File: config.mk
export PLATFORM = sky130hd
export DESIGN_NAME = pc_call_stack_flat
export DESIGN_NICKNAME = d
export VERILOG_FILES = /design/src/rtl/hack_pkg.sv /design/src/rtl/pc_call_stack_if.sv /design/src/rtl/pc_call_stack_ret_stack.sv /design/src/rtl/pc_call_stack.sv /design/src/flat_wrapper.sv
export SDC_FILE = /design/constraint.sdc
export NUM_CORES = 1
export LEC_CHECK = 0
export CORE_ASPECT_RATIO = 0.9
export CORE_MARGIN = 1.5
export CORE_UTILIZATION = 38
export DETAILED_ROUTE_END_ITERATION = 16
export SYNTH_ARGS = -nofsm -noshare
export SYNTH_HDL_FRONTEND = slang
export SYNTH_HIERARCHICAL = 1
export SYNTH_SLANG_ARGS = --single-unit
File: constraint.sdc
create_clock -name clk -period 9.45 [get_ports clk]
set_clock_uncertainty 0.05 [all_clocks]
set_input_delay 1.4175 -clock clk [delete_from_list [all_inputs] [get_ports clk]]
set_output_delay 1.4175 -clock clk [all_outputs]
set_load 0.01 [all_outputs]
File: src/rtl/hack_pkg.sv
// Shared Hack CPU fetch definitions: address width, return-stack depth and op priority encoding.
// Used by the PC and the CPU decoder; no logic state lives here.
package hack_pkg;

  localparam int HACK_ADDR_W      = 15;
  localparam int HACK_STACK_DEPTH = 8;

  typedef enum logic [2:0] {
    OP_HOLD = 3'd0,
    OP_INC  = 3'd1,
    OP_RET  = 3'd2,
    OP_CALL = 3'd3,
    OP_LOAD = 3'd4
  } op_t;

  // Fixed priority load > call > ret > inc > hold; losers are simply discarded.
  function automatic op_t op_select(input logic load, input logic call,
                                    input logic ret, input logic inc);
    op_t op;
    if (load)      op = OP_LOAD;
    else if (call) op = OP_CALL;
    else if (ret)  op = OP_RET;
    else if (inc)  op = OP_INC;
    else           op = OP_HOLD;
    return op;
  endfunction

endpackage

File: src/rtl/pc_call_stack_if.sv
// Control/status bundle between the CPU jump/decode logic (master) and the PC (slave).
// Pure wiring; timing is set entirely by the PC's registers.
interface pc_call_stack_if
  import hack_pkg::*;
#(
  parameter int WIDTH = HACK_ADDR_W,
  parameter int DEPTH = HACK_STACK_DEPTH
);

  localparam int DW = $clog2(DEPTH) + 1;

  logic [WIDTH-1:0] in;
  logic             load;
  logic             call;
  logic             ret;
  logic             inc;
  logic             stall;
  logic             clr_err;

  logic [WIDTH-1:0] out;
  logic [DW-1:0]    depth;
  logic             empty;
  logic             full;
  logic             overflow;
  logic             underflow;

  modport master (
    output in, load, call, ret, inc, stall, clr_err,
    input  out, depth, empty, full, overflow, underflow
  );

  modport slave (
    input  in, load, call, ret, inc, stall, clr_err,
    output out, depth, empty, full, overflow, underflow
  );

endinterface

File: src/rtl/pc_call_stack_ret_stack.sv
// Circular LIFO of return addresses; push/pop take effect at the clock edge, top is registered data.
// No backpressure: a push when full is dropped or, with WRAP, overwrites the oldest entry.
module ret_stack
  import hack_pkg::*;
#(
  parameter int WIDTH = HACK_ADDR_W,
  parameter int DEPTH = HACK_STACK_DEPTH,
  parameter bit WRAP  = 1'b0
) (
  input  logic                     clk,
  input  logic                     reset,
  input  logic                     push,
  input  logic                     pop,
  input  logic [WIDTH-1:0]         wr_data,
  output logic [WIDTH-1:0]         top,
  output logic [$clog2(DEPTH):0]   depth,
  output logic                     full,
  output logic                     empty
);

  localparam int PW = $clog2(DEPTH);
  localparam int DW = PW + 1;

  logic [WIDTH-1:0] mem [DEPTH];
  logic [PW-1:0]    wp;
  logic [DW-1:0]    cnt;
  logic             wr_en;

  assign full  = (cnt == DW'(DEPTH));
  assign empty = (cnt == '0);
  assign depth = cnt;
  assign top   = mem[wp - PW'(1)];

  // When full, wp points at the oldest slot, so a wrapping push overwrites it naturally.
  assign wr_en = push && (!full || WRAP);

  always_ff @(posedge clk) begin
    if (!reset) begin
      wp  <= '0;
      cnt <= '0;
    end else if (wr_en) begin
      wp <= wp + PW'(1);
      if (!full) cnt <= cnt + DW'(1);
    end else if (pop && !empty) begin
      wp  <= wp - PW'(1);
      cnt <= cnt - DW'(1);
    end
  end

  always_ff @(posedge clk) begin
    if (reset && wr_en) mem[wp] <= wr_data;
  end

endmodule

File: src/rtl/pc_call_stack.sv
// Hack fetch PC with load/call/ret/inc, return stack and sticky overflow/underflow flags.
// One-cycle latency to out/depth; no backpressure, stall freezes every register.
module pc_call_stack
  import hack_pkg::*;
#(
  parameter int               WIDTH      = HACK_ADDR_W,
  parameter int               DEPTH      = HACK_STACK_DEPTH,
  parameter logic [WIDTH-1:0] RESET_VEC  = '0,
  parameter bit               WRAP_STACK = 1'b0
) (
  input  logic                clk,
  input  logic                reset,
  pc_call_stack_if.slave      bus
);

  localparam int DW = $clog2(DEPTH) + 1;

  op_t              op;
  logic [WIDTH-1:0] pc_q;
  logic [WIDTH-1:0] pc_inc;
  logic [WIDTH-1:0] stk_top;
  logic [DW-1:0]    stk_depth;
  logic             stk_full;
  logic             stk_empty;
  logic             push;
  logic             pop;
  logic             set_ovf;
  logic             set_udf;
  logic             ovf_q;
  logic             udf_q;

  always_comb begin
    op      = OP_HOLD;
    push    = 1'b0;
    pop     = 1'b0;
    set_ovf = 1'b0;
    set_udf = 1'b0;
    pc_inc  = pc_q + WIDTH'(1);
    if (!bus.stall) op = op_select(bus.load, bus.call, bus.ret, bus.inc);
    if (op == OP_CALL) begin
      push    = 1'b1;
      set_ovf = stk_full;
    end
    if (op == OP_RET) begin
      pop     = !stk_empty;
      set_udf = stk_empty;
    end
  end

  ret_stack #(
    .WIDTH (WIDTH),
    .DEPTH (DEPTH),
    .WRAP  (WRAP_STACK)
  ) u_stack (
    .clk     (clk),
    .reset   (reset),
    .push    (push),
    .pop     (pop),
    .wr_data (pc_inc),
    .top     (stk_top),
    .depth   (stk_depth),
    .full    (stk_full),
    .empty   (stk_empty)
  );

  always_ff @(posedge clk) begin
    if (!reset) begin
      pc_q  <= RESET_VEC;
      ovf_q <= 1'b0;
      udf_q <= 1'b0;
    end else if (!bus.stall) begin
      case (op)
        OP_LOAD, OP_CALL: pc_q <= bus.in;
        OP_RET:           if (!stk_empty) pc_q <= stk_top;
        OP_INC:           pc_q <= pc_inc;
        default:          pc_q <= pc_q;
      endcase
      // A new error in the same cycle as clr_err keeps its flag set.
      ovf_q <= set_ovf | (ovf_q & ~bus.clr_err);
      udf_q <= set_udf | (udf_q & ~bus.clr_err);
    end
  end

  assign bus.out       = pc_q;
  assign bus.depth     = stk_depth;
  assign bus.empty     = stk_empty;
  assign bus.full      = stk_full;
  assign bus.overflow  = ovf_q;
  assign bus.underflow = udf_q;

endmodule
File: src/flat_wrapper.sv
// flat-port wrapper written by rule: the top's interface ports become plain ports
module pc_call_stack_flat import hack_pkg::*;
#(
  parameter int               WIDTH      = HACK_ADDR_W,
  parameter int               DEPTH      = HACK_STACK_DEPTH,
  parameter logic [WIDTH-1:0] RESET_VEC  = '0,
  parameter bit               WRAP_STACK = 1'b0
)
  (clk, reset, bus_in, bus_load, bus_call, bus_ret, bus_inc, bus_stall, bus_clr_err, bus_out, bus_depth, bus_empty, bus_full, bus_overflow, bus_underflow);
  pc_call_stack_if #(.WIDTH(WIDTH), .DEPTH(DEPTH)) bus_i ();
  input  logic clk;
  input  logic reset;
  input wire logic [$bits(bus_i.in)-1:0] bus_in;
  input wire logic [$bits(bus_i.load)-1:0] bus_load;
  input wire logic [$bits(bus_i.call)-1:0] bus_call;
  input wire logic [$bits(bus_i.ret)-1:0] bus_ret;
  input wire logic [$bits(bus_i.inc)-1:0] bus_inc;
  input wire logic [$bits(bus_i.stall)-1:0] bus_stall;
  input wire logic [$bits(bus_i.clr_err)-1:0] bus_clr_err;
  output wire logic [$bits(bus_i.out)-1:0] bus_out;
  output wire logic [$bits(bus_i.depth)-1:0] bus_depth;
  output wire logic [$bits(bus_i.empty)-1:0] bus_empty;
  output wire logic [$bits(bus_i.full)-1:0] bus_full;
  output wire logic [$bits(bus_i.overflow)-1:0] bus_overflow;
  output wire logic [$bits(bus_i.underflow)-1:0] bus_underflow;
  assign bus_i.in = bus_in;
  assign bus_i.load = bus_load;
  assign bus_i.call = bus_call;
  assign bus_i.ret = bus_ret;
  assign bus_i.inc = bus_inc;
  assign bus_i.stall = bus_stall;
  assign bus_i.clr_err = bus_clr_err;
  assign bus_out = bus_i.out;
  assign bus_depth = bus_i.depth;
  assign bus_empty = bus_i.empty;
  assign bus_full = bus_i.full;
  assign bus_overflow = bus_i.overflow;
  assign bus_underflow = bus_i.underflow;
  pc_call_stack #(.WIDTH(WIDTH), .DEPTH(DEPTH), .RESET_VEC(RESET_VEC), .WRAP_STACK(WRAP_STACK)) u_core (.clk(clk), .reset(reset), .bus(bus_i));
endmodule
==> impl_metrics.env <==
export IMPL_status="finished clean"
export IMPL_drc=0
export IMPL_vias_per_cell=5.76
export IMPL_cp_endpoint="u_core/u_stack/mem[2][14]"
export IMPL_drive_above_1_share=0.245
export IMPL_synthToLayoutAreaGrowth_pct=21.1
export IMPL_placementRows=45
export IMPL_vias=4018
export IMPL_synth_main_ff_cell="edfxtp_1"
export IMPL_setup_violations=0
export IMPL_die_y_um=127
export IMPL_async_reset_ff_frac=0
export IMPL_synth_most_common_cell="edfxtp_1"
export IMPL_wire_per_inst_um=22.8
export IMPL_maxSlewHeadroom=0.221
export IMPL_clockBufferDepth=2
export IMPL_dp_hpwl_um=9980
export IMPL_slew_viol_final=0
export IMPL_netlist_top_cell_by_area="edfxtp_1"
export IMPL_arrival_ns=4.09
export IMPL_synth_edf_count=120
export IMPL_synth_common_cells="edfxtp_1 (120), mux4_2 (30), dfxtp_1 (24)"
export IMPL_cp_start_kind="input pin"
export IMPL_first_pass_iters=5
export IMPL_startpoint="bus_stall"
export IMPL_syn_area_um2=6520
export IMPL_path_clk_slew_ns=0.06
export IMPL_cts_htree_levels=4
export IMPL_path_max_fanout=11
export IMPL_use_met1=0.265
export IMPL_maxCapViolCount=0
export IMPL_total_leakage_power_nw=2.57
export IMPL_post_cts_resized=0
export IMPL_drtIter0Drc=452
export IMPL_fin_crit_sh=0.425
export IMPL_initial_core_util=0.387
export IMPL_pwr_density_cell_nw_per_um2=193
export IMPL_reg2reg_depth=10
export IMPL_grt_pass1_vias=3973
export IMPL_wl_um=15900
export IMPL_max_stage_delay_ns=0.98
export IMPL_min_path_type="flop to flop"
export IMPL_cts_buffers=17
export IMPL_worst_r2r_endpoint="u_core/bus.out[0]"
export IMPL_ys_ff_latch=144
export IMPL_final_net_count=501
export IMPL_crit_path_frequent_cell="buf_4"
export IMPL_ir_worst_vdd_v=0.000134
export IMPL_yosys_area_top_type_share=0.553
export IMPL_clkSinkCount=144
export IMPL_ys_types=69
export IMPL_gp_congestion=0.816
export IMPL_dieWidth_um=141
export IMPL_synth_nets=444
export IMPL_root_buffer="clkbuf_16"
export IMPL_final_antenna_net_count=0
export IMPL_placed_area_um2=7260
export IMPL_portBuffers=45
export IMPL_r2r_start="u_core/u_stack/wp[0]"
export IMPL_tightest_slew_ns=1.16
export IMPL_postCtsSetupRepairBufs=0
export IMPL_die_area_um2=18000
export IMPL_synthTopCellsByArea="edfxtp_1 (55%), mux4_2 (10%), dfxtp_1 (7.4%), mux2_2 (2.9%), xnor2_1 (1.1%)"
export IMPL_grtUsageTotal=0.185
export IMPL_min_period_ns=4.01
export IMPL_slowest_stage="nor4_2"
export IMPL_hold_viol=0
export IMPL_syn_instance_count=416
export IMPL_ys_seq_area_frac=0.626
export IMPL_ys_warn_count=6
export IMPL_cts_tree="done"
export IMPL_worstSetupPathType="input pin to flop"
export IMPL_rsz0062_at_grt="no"
export IMPL_antenna_found_initial=0
export IMPL_antenna_cells=0
export IMPL_grt_max_degree=37
export IMPL_fmax_ghz=0.249
export IMPL_use_met2=0.286
export IMPL_crit_chain="clkdlybuf4s50_1, nor3b_1, buf_4, nand2_2, nor4_2, buf_4"
export IMPL_grt_busiest_layer="met2"
export IMPL_crit_required_ns=9.52
export IMPL_use_met3=0.0337
export IMPL_rrSetupSlack_ns=6.13
export IMPL_syn_avg_cell_area_um2=15.7
export IMPL_fin_area_um2=7900
export IMPL_ctsHoldBuffers=0
export IMPL_end_kind="flop"
export IMPL_grt_pass1_wl_um=24000
export IMPL_overflow=0
export IMPL_ioPinCount=46
export IMPL_design_core_area_um2=16800
export IMPL_tns_ns=0
export IMPL_clk_insertion_delay_late_ns=0.42
==> logic make-up after synthesis <==
| kind of cell | Yosys count | synth area share |
|---|---|---|
| buffers and inverters | 29 | 0.0226 |
| xor gates and xnor gates | 16 | 0.0215 |
| and+or+nand+nor | 102 | 0.0977 |
| DFF | 144 | 0.626 |
| muxes | 52 | 0.141 |
| adders and majority gates | 5 | 0.00959 |
| AOI/OAI and AO/OA | 68 | 0.0817 |
==> state kept, by name (all words and copies together), names as in the netlist <==
name                  flops
u_core/u_stack/mem      120
u_core/bus.out           15
u_core/u_stack/depth      4
u_core/u_stack/wp         3
u_core/bus.overflow       1
u_core/bus.underflow      1
==> worst max-delay path: cells and delay by family <==
family,cells,cell delay [ns]
AND/OR/NAND/NOR,3,1.46
buffers and inverters,3,1.20
==> cell type report <==
class / instances / area, µm²
Sequential cell: 144 / 4090
Fill cell: 1406 / 8940
Multi-Input combinational cell: 243 / 2320
Tap cell: 211 / 264
Inverter: 8 / 30.0
Clock buffer: 17 / 425
Clock inverter: 15 / 216
Timing Repair Buffer: 59 / 556
==> routing by layer <==
layer,wire length [µm],up-vias
met2,7420,117
met3,781,18
met1,7470,2080
met5,0,-
li1,-,1803
met4,251,0
==> cells in the final DEF, fill, tap and decap left out, types with 3 or more instances in the layout <==
master           instances
a22oi_1                  3
inv_1                    7
nor3_2                   4
nor2_1                  18
ha_1                     5
nor3_1                   7
a31oi_1                  4
o21ai_0                 10
a222oi_1                 4
mux4_2                  30
bufinv_16                5
xor2_1                   8
clkinv_1                 3
a21oi_1                  9
o21a_1                   4
nor4_2                   3
xnor2_1                  8
nand3_1                 12
clkbuf_16               17
clkinvlp_4               3
mux2i_1                  5
buf_4                   14
nor2b_1                  3
a221oi_1                 4
nand2b_1                 7
o22ai_1                  3
nand2_1                 16
and2_1                   3
edfxtp_1               120
dfxtp_1                 23
mux2_2                  17
clkdlybuf4s50_1         45
o211ai_1                 5
or3_1                    3
==> power by group <==
part | switching [mW] | leakage, nW | internal, mW | total [mW]
Combinational | 0.0495 | 0.968 | 0.0418 | 0.0913
Clock | 0.259 | 0.304 | 0.466 | 0.726
Sequential | 0.0128 | 1.30 | 0.698 | 0.711
Total | 0.322 | 2.57 | 1.21 | 1.53
==> per-stage QoR <==
step / setup slack, ns / hold slack (ns) / cells / total power, mW / util
after floorplan: 4.88 / 0.471 / 416 / 0.773 / -
after global placement: 5.08 / 0.439 / 665 / 0.814 / 0.431
after detailed placement: 4.96 / 0.455 / 665 / 0.815 / 0.431
after CTS: 5.39 / 0.472 / 697 / 1.54 / 0.469
after global routing: 5.20 / 0.517 / 697 / 1.57 / 0.469
final: 5.44 / 0.478 / 697 / 1.53 / 0.469
==> how the worst min path moves through the flow <==
stage                    startpoint              endpoint  slack (ns)  cells past startpoint
6_report        u_core/bus.overflow   u_core/bus.overflow        0.48                      2
5_1_grt         u_core/bus.overflow   u_core/bus.overflow        0.52                      2
3_5_place_dp    u_core/bus.overflow   u_core/bus.overflow        0.46                      2
2_1_floorplan  u_core/u_stack/wp[1]  u_core/u_stack/wp[1]        0.47                      2
3_3_place_gp   u_core/bus.underflow  u_core/bus.underflow        0.44                      2
4_1_cts        u_core/bus.underflow  u_core/bus.underflow        0.47                      2
No activity file was read; power rests on OpenSTA's default activity.
